==> src/rtl/sobel_ctrl_pkg.sv <==
// Shared types and defaults for the Sobel frame controller: FSM state
// encoding, default frame geometry and a counter-width helper.
package sobel_ctrl_pkg;

  localparam int DEF_IMG_W     = 640;
  localparam int DEF_IMG_H     = 480;
  localparam int DEF_FLUSH_LEN = 648;

  typedef enum logic [2:0] {
    ST_IDLE,
    ST_CLEAR,
    ST_ACTIVE,
    ST_FLUSH,
    ST_DONE
  } state_e;

  // Width needed to index 0..n-1, never below one bit.
  function automatic int cnt_w(input int n);
    return (n > 1) ? $clog2(n) : 1;
  endfunction

endpackage

==> src/rtl/pix_xy_counter.sv <==
// Raster position counter: x wraps at W-1 and advances y, y wraps at H-1.
// Used for both the camera-input and pipeline-output sides of the frame.
module pix_xy_counter
  import sobel_ctrl_pkg::*;
#(
  parameter int W = DEF_IMG_W,
  parameter int H = DEF_IMG_H
) (
  input  logic                clk,
  input  logic                rst,
  input  logic                clr,
  input  logic                en,
  output logic [cnt_w(W)-1:0] x,
  output logic [cnt_w(H)-1:0] y,
  output logic                last
);

  localparam int XW = cnt_w(W);
  localparam int YW = cnt_w(H);
  localparam logic [XW-1:0] X_MAX = XW'(W - 1);
  localparam logic [YW-1:0] Y_MAX = YW'(H - 1);

  logic [XW-1:0] x_q, x_d;
  logic [YW-1:0] y_q, y_d;

  // NOTE: every always_comb output gets a default first so no path can infer a latch.
  always_comb begin
    x_d = x_q;
    y_d = y_q;
    if (clr) begin
      x_d = '0;
      y_d = '0;
    end else if (en) begin
      if (x_q == X_MAX) begin
        x_d = '0;
        y_d = (y_q == Y_MAX) ? '0 : y_q + YW'(1);
      end else begin
        x_d = x_q + XW'(1);
      end
    end
  end

  // NOTE: sequential state uses non-blocking assignments so all flops update together.
  always_ff @(posedge clk or posedge rst) begin
    if (rst) begin
      x_q <= '0;
      y_q <= '0;
    end else begin
      x_q <= x_d;
      y_q <= y_d;
    end
  end

  assign x    = x_q;
  assign y    = y_q;
  assign last = (x_q == X_MAX) && (y_q == Y_MAX);

endmodule

==> src/rtl/sobel_frame_ctrl.sv <==
// Frame sequencer wrapping a Sobel pipeline: clears line buffers, gates pixels,
// flushes with zero pixels and counts outputs. Define SOBEL_BORDER_MASK_EN to flag border outputs.
module sobel_frame_ctrl
  import sobel_ctrl_pkg::*;
#(
  parameter int IMG_W     = DEF_IMG_W,
  parameter int IMG_H     = DEF_IMG_H,
  parameter int FLUSH_LEN = DEF_FLUSH_LEN
) (
  input  logic                    clk,
  input  logic                    rst,
  input  logic                    start,
  input  logic                    in_valid,
  input  logic                    pipe_oen,
  output logic                    pipe_en,
  output logic                    pipe_zero,
  output logic                    pipe_aclr,
  output logic [cnt_w(IMG_W)-1:0] in_x,
  output logic [cnt_w(IMG_H)-1:0] in_y,
  output logic                    out_valid,
  output logic                    out_sof,
  output logic                    out_eol,
  output logic                    out_mask,
  output logic                    frame_done,
  output logic                    busy,
  output logic                    overrun
);

  localparam int XW = cnt_w(IMG_W);
  localparam int YW = cnt_w(IMG_H);
  localparam int FW = cnt_w(FLUSH_LEN + 1);
  localparam logic [FW-1:0] FLUSH_MAX = FW'(FLUSH_LEN);
  localparam logic [XW-1:0] X_MAX     = XW'(IMG_W - 1);

  state_e        state_q, state_d;
  logic [FW-1:0] flush_cnt_q, flush_cnt_d;
  logic          out_full_q, out_full_d;
  logic          overrun_q, overrun_d;
  logic          pipe_en_q, pipe_en_d;
  logic          pipe_zero_q, pipe_zero_d;
  logic          pipe_aclr_q, pipe_aclr_d;
  logic          out_valid_q, out_valid_d;
  logic          out_sof_q, out_sof_d;
  logic          out_eol_q, out_eol_d;
  logic          frame_done_q, frame_done_d;
  logic          busy_q, busy_d;

  logic          start_acc, in_take, in_last, out_take, out_last, flush_issue;
  logic [XW-1:0] out_x;
  logic [YW-1:0] out_y;

  assign start_acc = (state_q == ST_IDLE) && start;
  assign in_take   = (state_q == ST_ACTIVE) && in_valid;
  // Outputs beyond the frame size, or while idle, are not counted.
  assign out_take  = pipe_oen && (state_q != ST_IDLE) && !out_full_q;

  pix_xy_counter #(.W(IMG_W), .H(IMG_H)) u_in_cnt (
    .clk  (clk),
    .rst  (rst),
    .clr  (start_acc),
    .en   (in_take),
    .x    (in_x),
    .y    (in_y),
    .last (in_last)
  );

  pix_xy_counter #(.W(IMG_W), .H(IMG_H)) u_out_cnt (
    .clk  (clk),
    .rst  (rst),
    .clr  (start_acc),
    .en   (out_take),
    .x    (out_x),
    .y    (out_y),
    .last (out_last)
  );

  always_comb begin
    state_d     = state_q;
    flush_cnt_d = flush_cnt_q;
    out_full_d  = out_full_q || (out_take && out_last);
    overrun_d   = overrun_q;
    flush_issue = 1'b0;
    unique case (state_q)
      ST_IDLE: begin
        if (start) begin
          state_d     = ST_CLEAR;
          flush_cnt_d = '0;
          out_full_d  = 1'b0;
          overrun_d   = 1'b0;
        end
      end
      ST_CLEAR: begin
        state_d = ST_ACTIVE;
        if (in_valid) overrun_d = 1'b1;
      end
      ST_ACTIVE: begin
        if (in_take && in_last) state_d = ST_FLUSH;
      end
      ST_FLUSH: begin
        if (in_valid) overrun_d = 1'b1;
        // Completion of the output side ends the frame even mid-flush.
        if (out_full_q) begin
          state_d = ST_DONE;
        end else if (flush_cnt_q < FLUSH_MAX) begin
          flush_issue = 1'b1;
          flush_cnt_d = flush_cnt_q + FW'(1);
        end
      end
      ST_DONE: state_d = ST_IDLE;
      default: state_d = ST_IDLE;
    endcase
  end

  // Registered outputs, aligned one cycle after the decision that produces them.
  always_comb begin
    pipe_en_d    = in_take || flush_issue;
    pipe_zero_d  = flush_issue;
    pipe_aclr_d  = (state_d == ST_CLEAR);
    busy_d       = (state_d != ST_IDLE);
    frame_done_d = (state_d == ST_DONE);
    out_valid_d  = out_take;
    out_sof_d    = out_take && (out_x == '0) && (out_y == '0);
    out_eol_d    = out_take && (out_x == X_MAX);
  end

  always_ff @(posedge clk or posedge rst) begin
    if (rst) begin
      state_q      <= ST_IDLE;
      flush_cnt_q  <= '0;
      out_full_q   <= 1'b0;
      overrun_q    <= 1'b0;
      pipe_en_q    <= 1'b0;
      pipe_zero_q  <= 1'b0;
      pipe_aclr_q  <= 1'b0;
      out_valid_q  <= 1'b0;
      out_sof_q    <= 1'b0;
      out_eol_q    <= 1'b0;
      frame_done_q <= 1'b0;
      busy_q       <= 1'b0;
    end else begin
      state_q      <= state_d;
      flush_cnt_q  <= flush_cnt_d;
      out_full_q   <= out_full_d;
      overrun_q    <= overrun_d;
      pipe_en_q    <= pipe_en_d;
      pipe_zero_q  <= pipe_zero_d;
      pipe_aclr_q  <= pipe_aclr_d;
      out_valid_q  <= out_valid_d;
      out_sof_q    <= out_sof_d;
      out_eol_q    <= out_eol_d;
      frame_done_q <= frame_done_d;
      busy_q       <= busy_d;
    end
  end

`ifdef SOBEL_BORDER_MASK_EN
  localparam logic [YW-1:0] Y_MAX = YW'(IMG_H - 1);
  logic out_mask_q, out_mask_d;

  always_comb begin
    out_mask_d = out_take && ((out_x == '0) || (out_x == X_MAX) ||
                              (out_y == '0) || (out_y == Y_MAX));
  end

  always_ff @(posedge clk or posedge rst) begin
    if (rst) out_mask_q <= 1'b0;
    else     out_mask_q <= out_mask_d;
  end

  assign out_mask = out_mask_q;
`else
  assign out_mask = 1'b0;
`endif

  assign pipe_en    = pipe_en_q;
  assign pipe_zero  = pipe_zero_q;
  assign pipe_aclr  = pipe_aclr_q;
  assign out_valid  = out_valid_q;
  assign out_sof    = out_sof_q;
  assign out_eol    = out_eol_q;
  assign frame_done = frame_done_q;
  assign busy       = busy_q;
  assign overrun    = overrun_q;

endmodule

==> config.mk <==
export PLATFORM = sky130hd
export DESIGN_NAME = sobel_frame_ctrl
export DESIGN_NICKNAME = d
export VERILOG_FILES = /design/src/rtl/sobel_ctrl_pkg.sv /design/src/rtl/pix_xy_counter.sv /design/src/rtl/sobel_frame_ctrl.sv
export SDC_FILE = /design/constraint.sdc
export NUM_CORES = 1
export LEC_CHECK = 0
export BUFFER_PORTS_ARGS = -buffer_cell sky130_fd_sc_hd__buf_2
export CAP_MARGIN = 20
export CORE_UTILIZATION = 52
export DETAILED_ROUTE_END_ITERATION = 8
export GPL_TIMING_DRIVEN = 1
export PLACE_DENSITY_LB_ADDON = 0.1
export SLEW_MARGIN = 20
export SYNTH_ARGS = -nofsm -noshare
export SYNTH_HDL_FRONTEND = slang
export SYNTH_SLANG_ARGS = --single-unit
==> constraint.sdc <==
create_clock -name clk -period 5.4 [get_ports clk]
set_input_delay 0.81 -clock clk [delete_from_list [all_inputs] [get_ports clk]]
set_output_delay 0.81 -clock clk [all_outputs]
set_load 0.02 [all_outputs]
==> flow_summary.toml, run 1 <==
[die]
die_h_um = 79.42
start_util = 0.5525
num_io_pins = 34
fp.dieW_um = 79.42
core-area_mm2 = 0.005642
num_rows = 27
dieArea_mm2 = 0.006308

[timing]
post-route-period-util = 0.5218
setup_viol = 0
relSlewSlack = 0.3593
rsz0062_at_grt = "no"
worst_slew_pin_slew_ps = 960.0
period_minus_slack_ps = 2818
finalSetupTns_ps = 0
fmax_mhz = 354.9
finalHoldViolations = 0
clock_skew_ps = 7.096
slew_violations = 0

[clock_network]
clk_latency_ps = 330
cts_setup_buffers = 0
cts_buffers = 9
root_buffer = "clkbuf_8"
tritoncts = "done"
ctsHoldBuffers = 0
clock_path_buffers = 2
cts_sinks = 61
ctsResizeCount = 0
path_clk_slew_ps = 70
h-tree-depth = 3

[route]
antenna_left = 0
drc_errors = 0
drt-pass1-iter-count = 5
wl_met2_mm = 2.879
post_drt_wl_per_cell_um = 14.86
drt-met1-wl_mm = 3.323
vias = 2537
highest_layer = "met4"
via_per_inst = 5.766
routed_wl_mm = 6.538
drtIter0Drc = 125
met3WireLength_um = 252

[setup_path]
critPathCaptureType = "flip-flop"
crit_buf_inv = 1
timing.rr.start = "state_q[2]$_DFF_PP0_"
arrival_ps = 3030
crit_family = "simple AND/OR/NAND/NOR gates"
critPathKind = "flip-flop to flip-flop"
regToRegSetupSlack_ps = 2580
max_stage_delay_ps = 790
start_kind = "flip-flop"
cpMaxStageDelayCell = "inv_1"
critPathMaxFanout = 30
timing.rr.end = "u_in_cnt.y[7]$_DFFE_PP0P_"
cp.required_ps = 5610
r2r.worst_path.cells = 5
critical_path.cell_chain = "or4b_1 -> inv_1 -> nor2_1 -> o21ai_0 -> o31ai_1"

[min_path]
hold_end = "flush_cnt_q[9]$_DFFE_PP0P_"
min_from = "flush_cnt_q[9]$_DFFE_PP0P_"
hold_path_class = "flip-flop to flip-flop"
whs_path_depth = 2

[power_and_ir_drop]
p_per_area_mw_per_mm2 = 322.7
comb_power_share = 0.143
p_clk_frac = 0.365
p_leak_nw = 1.635
max-vdd-ir-drop_v = 0.0002272
p_int_w = 0.0008090
p_sw_w = 0.0003316
netSwitchingFraction = 0.2907
seqPwrFrac = 0.491

[synth]
async_flop_share = 1.000
syn_area_per_cell_um2 = 9.416
synth_cell_type_count = 50
syn_nets = 343
synth_edf_count = 0
yosysWarnings = 0
synth_area_leaders = "dfrtp_1, nor2_1, xor2_1, nand2_1, nand3_1"
ys.flop_type = "dfrtp_1"
synth_area_leader_cell = "dfrtp_1"
syn_area_mm2 = 0.003117
synthCells = 331
ys_top_cells_by_count = "dfrtp_1, nor2_1, nand2_1"
yosysTopAreaCellShare = 0.4898
synth.most_common_cell = "dfrtp_1"
synth-seq-cells = 61
seq_area_frac_synth = 0.4898

[global_route]
antenna_found_initial = 0
grt_pass1_vias = 2261
grt_overflow_total = 0
grt_pass1_wl_mm = 10.77
grt_max_degree = 62
grt_use_total = 0.2224

[final_layout]
antenna_cells = 0
area_growth_pct = 13.41
drive_gt1_frac = 0.1522
nets = 377
fin_util = 0.6265

[outcome]
outcome = "complete, no violations"

[run]
drv_cap = 0

[placement]
io_buffers = 32
gp_congestion = 0.8315
hpwlAfterDp_mm = 4.444
==> worst reg2reg max path, stage by stage (launching register included) <==
cell and delay, ps:
dfrtp_1 500, or4b_1 790, inv_1 790, nor2_1 280, o21ai_0 230, o31ai_1 90
==> worst max-delay path by stage <==
| stage | startpoint | endpoint | slack [ps] | depth (start not counted) |
|---|---|---|---|---|
| finish | state_q[2]$_DFF_PP0_ | u_in_cnt.y[7]$_DFFE_PP0P_ | 2580 | 5 |
| global route | state_q[2]$_DFF_PP0_ | u_in_cnt.y[3]$_DFFE_PP0P_ | 2360 | 5 |
| CTS | state_q[2]$_DFF_PP0_ | u_in_cnt.y[7]$_DFFE_PP0P_ | 2570 | 5 |
| detailed placement | start | u_in_cnt.y[7]$_DFFE_PP0P_ | 2290 | 6 |
| global placement | start | u_in_cnt.y[6]$_DFFE_PP0P_ | 2420 | 6 |
| floorplan | rst | busy$_DFF_PP0_ | 3080 | 1 |
==> final cells by class <==
cell class | count | area (um^2)
sequential | 61 | 1526
multi-input combinational | 245 | 1488
fill | 457 | 2107
inverter | 13 | 48.80
clock inverter | 1 | 30.03
tap | 72 | 90.09
timing repair buffer | 35 | 182.7
clock buffer | 13 | 168.9
==> state kept, by name, indices dropped and copies added (netlist names) <==
register	flops
pipe_en	1
u_in_cnt.y	9
frame_done	1
out_valid	1
busy	1
u_in_cnt.x	10
out_eol	1
u_out_cnt.x	10
pipe_zero	1
out_sof	1
pipe_aclr	1
u_out_cnt.y	9
flush_cnt_q	10
out_full_q	1
state_q	3
overrun	1
==> cell usage in the layout, fill, tap and decap left out, types with 6 or more instances in the layout <==
cell type  synthesis  layout
a21oi_1           13      13
and3_1             9       9
buf_2              9      32
clkbuf_8           0      12
dfrtp_1           61      61
ha_1               7       7
inv_1             13      12
nand2_1           34      34
nand3_1           20      20
nand4_1           11      11
nor2_1            43      43
nor3_1             6       6
nor4_1             7       6
o21ai_0           16      16
xor2_1            16      16
==> layer usage <==
metal,global-route usage,vias to the layer above
li1,-,1247
met4,0.07636,0
met2,0.3162,55
met1,0.3303,1226
met5,0,-
met3,0.05143,9
==> cell families (layout without fill, tap and decap cells) <==
family,Yosys count,after routing,share of synthesized area
AO/OA/AOI/OAI,55,55,0.1172
XOR/XNOR,21,21,0.05901
adder cells (fa/ha/maj),7,7,0.02810
buffers and inverters,25,62,0.03493
flip-flops,61,61,0.4898
multiplexers,3,3,0.009635
other,1,1,0.001203
AND/OR/NAND/NOR,158,158,0.2601
==> power by group through the flow <==
stage	clock (W)	sequential [W]	combinational [W]
finish	0.000416	0.000561	0.000164
detailed placement	0	0.000565	0.000165
global placement	0	0.000565	0.000160
CTS	0.000423	0.000559	0.000166
global route	0.000438	0.000566	0.000182
floorplan	0	0.000577	0.0000998
==> per-stage QoR <==
| stage | hold WS [ps] | area, um^2 | power, W | cells | worst slack [ps] |
|---|---|---|---|---|---|
| 2_1_floorplan | 456.3 | 3117 | 0.0006765 | 331 | 3077 |
| 3_3_place_gp | 492.7 | 3329 | 0.0007244 | 426 | 2422 |
| 3_5_place_dp | 495.0 | 3329 | 0.0007299 | 426 | 2292 |
| 4_1_cts | 509.9 | 3528 | 0.001147 | 440 | 2573 |
| 5_1_grt | 537.5 | 3535 | 0.001186 | 440 | 2362 |
| 6_report | 507.3 | 3535 | 0.001141 | 440 | 2582 |
No activity file was read; power rests on OpenSTA's default activity.
==> run 2, diff against run 1 <==
ABC_AREA = 1   (was default)
clock period = 2.65 ns   (was 5.4 ns; I/O delays follow)
==> run 2 against run 1 <==
Net effect:
- utilization shrank 0.12 points
- synthesized area grew 15%
- via count grew 27%
- critical path type unchanged
- largest cell class is now multi-input combinational cells
==> flow_summary.toml, run 2 <==
[outcome]
outcome = "complete, no violations"

[setup_path]
r2r.worst_path.cells = 6
critPathCaptureType = "flip-flop"
cp.required_ps = 2860
critPathMaxFanout = 25
max_stage_delay_ps = 460
regToRegSetupSlack_ps = 850
critical_path.cell_chain = "nor2_4 -> nand3_4 -> nand2_1 -> inv_1 -> nor2_1 -> nor3_1"
critPathKind = "flip-flop to flip-flop"
startpoint = "state_q[1]$_DFF_PP0_"
crit_family = "simple AND/OR/NAND/NOR gates"
timing.rr.end = "u_in_cnt.x[2]$_DFFE_PP0P_"
arrival_ps = 2010
crit_cells = 6
cpMaxStageDelayCell = "dfrtp_1"
start_kind = "flip-flop"
timing.rr.start = "state_q[1]$_DFF_PP0_"
crit_buf_inv = 1

[route]
wl_met2_mm = 3.599
drtIter0Drc = 143
drt-pass1-iter-count = 4
antenna_left = 0
vias = 3215
routed_wl_mm = 7.695
drc_errors = 0
met3WireLength_um = 398
post_drt_wl_per_cell_um = 12.66
via_per_inst = 5.288
highest_layer = "met4"
drt-met1-wl_mm = 3.559

[synth]
synth_edf_count = 0
async_flop_share = 1.000
synth.most_common_cell = "nand2_1"
syn_nets = 500
ys.flop_type = "dfrtp_1"
seq_area_frac_synth = 0.4245
synth_cell_type_count = 36
syn_area_per_cell_um2 = 7.369
synth_area_leader_cell = "dfrtp_1"
ys_top_cells_by_count = "nand2_1, inv_1, dfrtp_1"
yosysWarnings = 0
synth_area_leaders = "dfrtp_1, nand2_1, inv_1, nand3_1, nor2_1"
synthCells = 488
yosysTopAreaCellShare = 0.4245
synth-seq-cells = 61
syn_area_mm2 = 0.003596

[final_layout]
final_area_mm2 = 0.004061
fin_util = 0.6253
nets = 538
final_common_cell = "nand2_1"
antenna_cells = 0
layout_common_cells = "nand2_1, inv_1, dfrtp_1"
area_growth_pct = 12.94
drive_gt1_frac = 0.1582

[die]
num_io_pins = 34
core-area_mm2 = 0.006495
num_rows = 29
die_h_um = 85.16
fp.dieW_um = 85.16
start_util = 0.5537
dieArea_mm2 = 0.007252

[timing]
post-route-period-util = 0.6801
clock_skew_ps = 10.37
relSlewSlack = 0.6593
period_minus_slack_ps = 1802
worst_slew_pin_slew_ps = 510.3
slew_violations = 0
finalHoldViolations = 0
finalSetupTns_ps = 0
fmax_mhz = 554.9
setup_ws_ps = 847.7
setup_viol = 0
rsz0062_at_grt = "no"

[clock_network]
root_buffer = "clkbuf_8"
clock_path_buffers = 2
path_clk_slew_ps = 70
ctsResizeCount = 0
cts_setup_buffers = 0
cts_sinks = 61
h-tree-depth = 3
clk_latency_ps = 340
tritoncts = "done"
cts_buffers = 9
ctsHoldBuffers = 0

[global_route]
antenna_found_initial = 0
grt_pass1_wl_mm = 13.34
grt_pass1_vias = 2953
grt_max_degree = 26
grt_overflow_total = 0
grt_use_total = 0.2345

[power_and_ir_drop]
p_int_w = 0.001715
comb_power_share = 0.118
max-vdd-ir-drop_v = 0.0003216
p_sw_w = 0.0006130
seqPwrFrac = 0.443
netSwitchingFraction = 0.2633
p_leak_nw = 2.078
p_per_area_mw_per_mm2 = 573.3
p_clk_frac = 0.439
finalPower_w = 0.002328

[placement]
io_buffers = 32
dpl_cell_area_mm2 = 0.003814
place_ws_ps = 852.4
hpwlAfterDp_mm = 5.662
gp_congestion = 0.9048

[min_path]
hold_path_class = "input pin to asynchronous set/reset pin"

[run]
drv_cap = 0
run 2: area by class of cell:
class,count,area (um^2)
Multi-Input combinational cell,351,1757
Clock buffer,10,137.6
Inverter,69,259.0
Sequential cell,61,1526
Fill cell,578,2434
Tap cell,77,96.34
Clock inverter,6,110.1
Timing Repair Buffer,34,175.2
run 2: power groups by stage:
stage	Combinational (W)	Sequential, W	Clock, W
after floorplan	0.000127	0.00110	0
after global placement	0.000273	0.00105	0
after detailed placement	0.000274	0.00105	0
after CTS	0.000276	0.00103	0.00104
after global routing	0.000304	0.00104	0.00108
final	0.000274	0.00103	0.00102
run 2: worst max path at each step:
stage / endpoint / slack [ps]
4_1_cts: u_out_cnt.x[9]$_DFFE_PP0P_ / 840
3_5_place_dp: u_out_cnt.x[9]$_DFFE_PP0P_ / 850
6_report: u_in_cnt.x[2]$_DFFE_PP0P_ / 850
2_1_floorplan: busy$_DFF_PP0_ / 740
3_3_place_gp: u_out_cnt.x[9]$_DFFE_PP0P_ / 910
5_1_grt: u_out_cnt.x[9]$_DFFE_PP0P_ / 680
run 2: metrics by stage:
step	cells	hold WS, ps
global route	608	115.2
finish	608	84.73
floorplan	488	464.5
CTS	608	94.00
global placement	592	453.4
detailed placement	592	465.1
run 2: kinds of logic after synthesis:
group,count (synthesis),synth area share
AO/OA/AOI/OAI,45,0.07237
XOR/XNOR,6,0.01461
adder cells (fa/ha/maj),7,0.02436
buffers and inverters,76,0.08698
flip-flops,61,0.4245
other,1,0.001043
AND/OR/NAND/NOR,292,0.3761
run 2: layer usage:
layer / track usage / vias up
li1: - / 1647
met1: 0.3101 / 1472
met2: 0.3717 / 85
met3: 0.05739 / 11
met4: 0.09399 / 0
met5: 0 / -
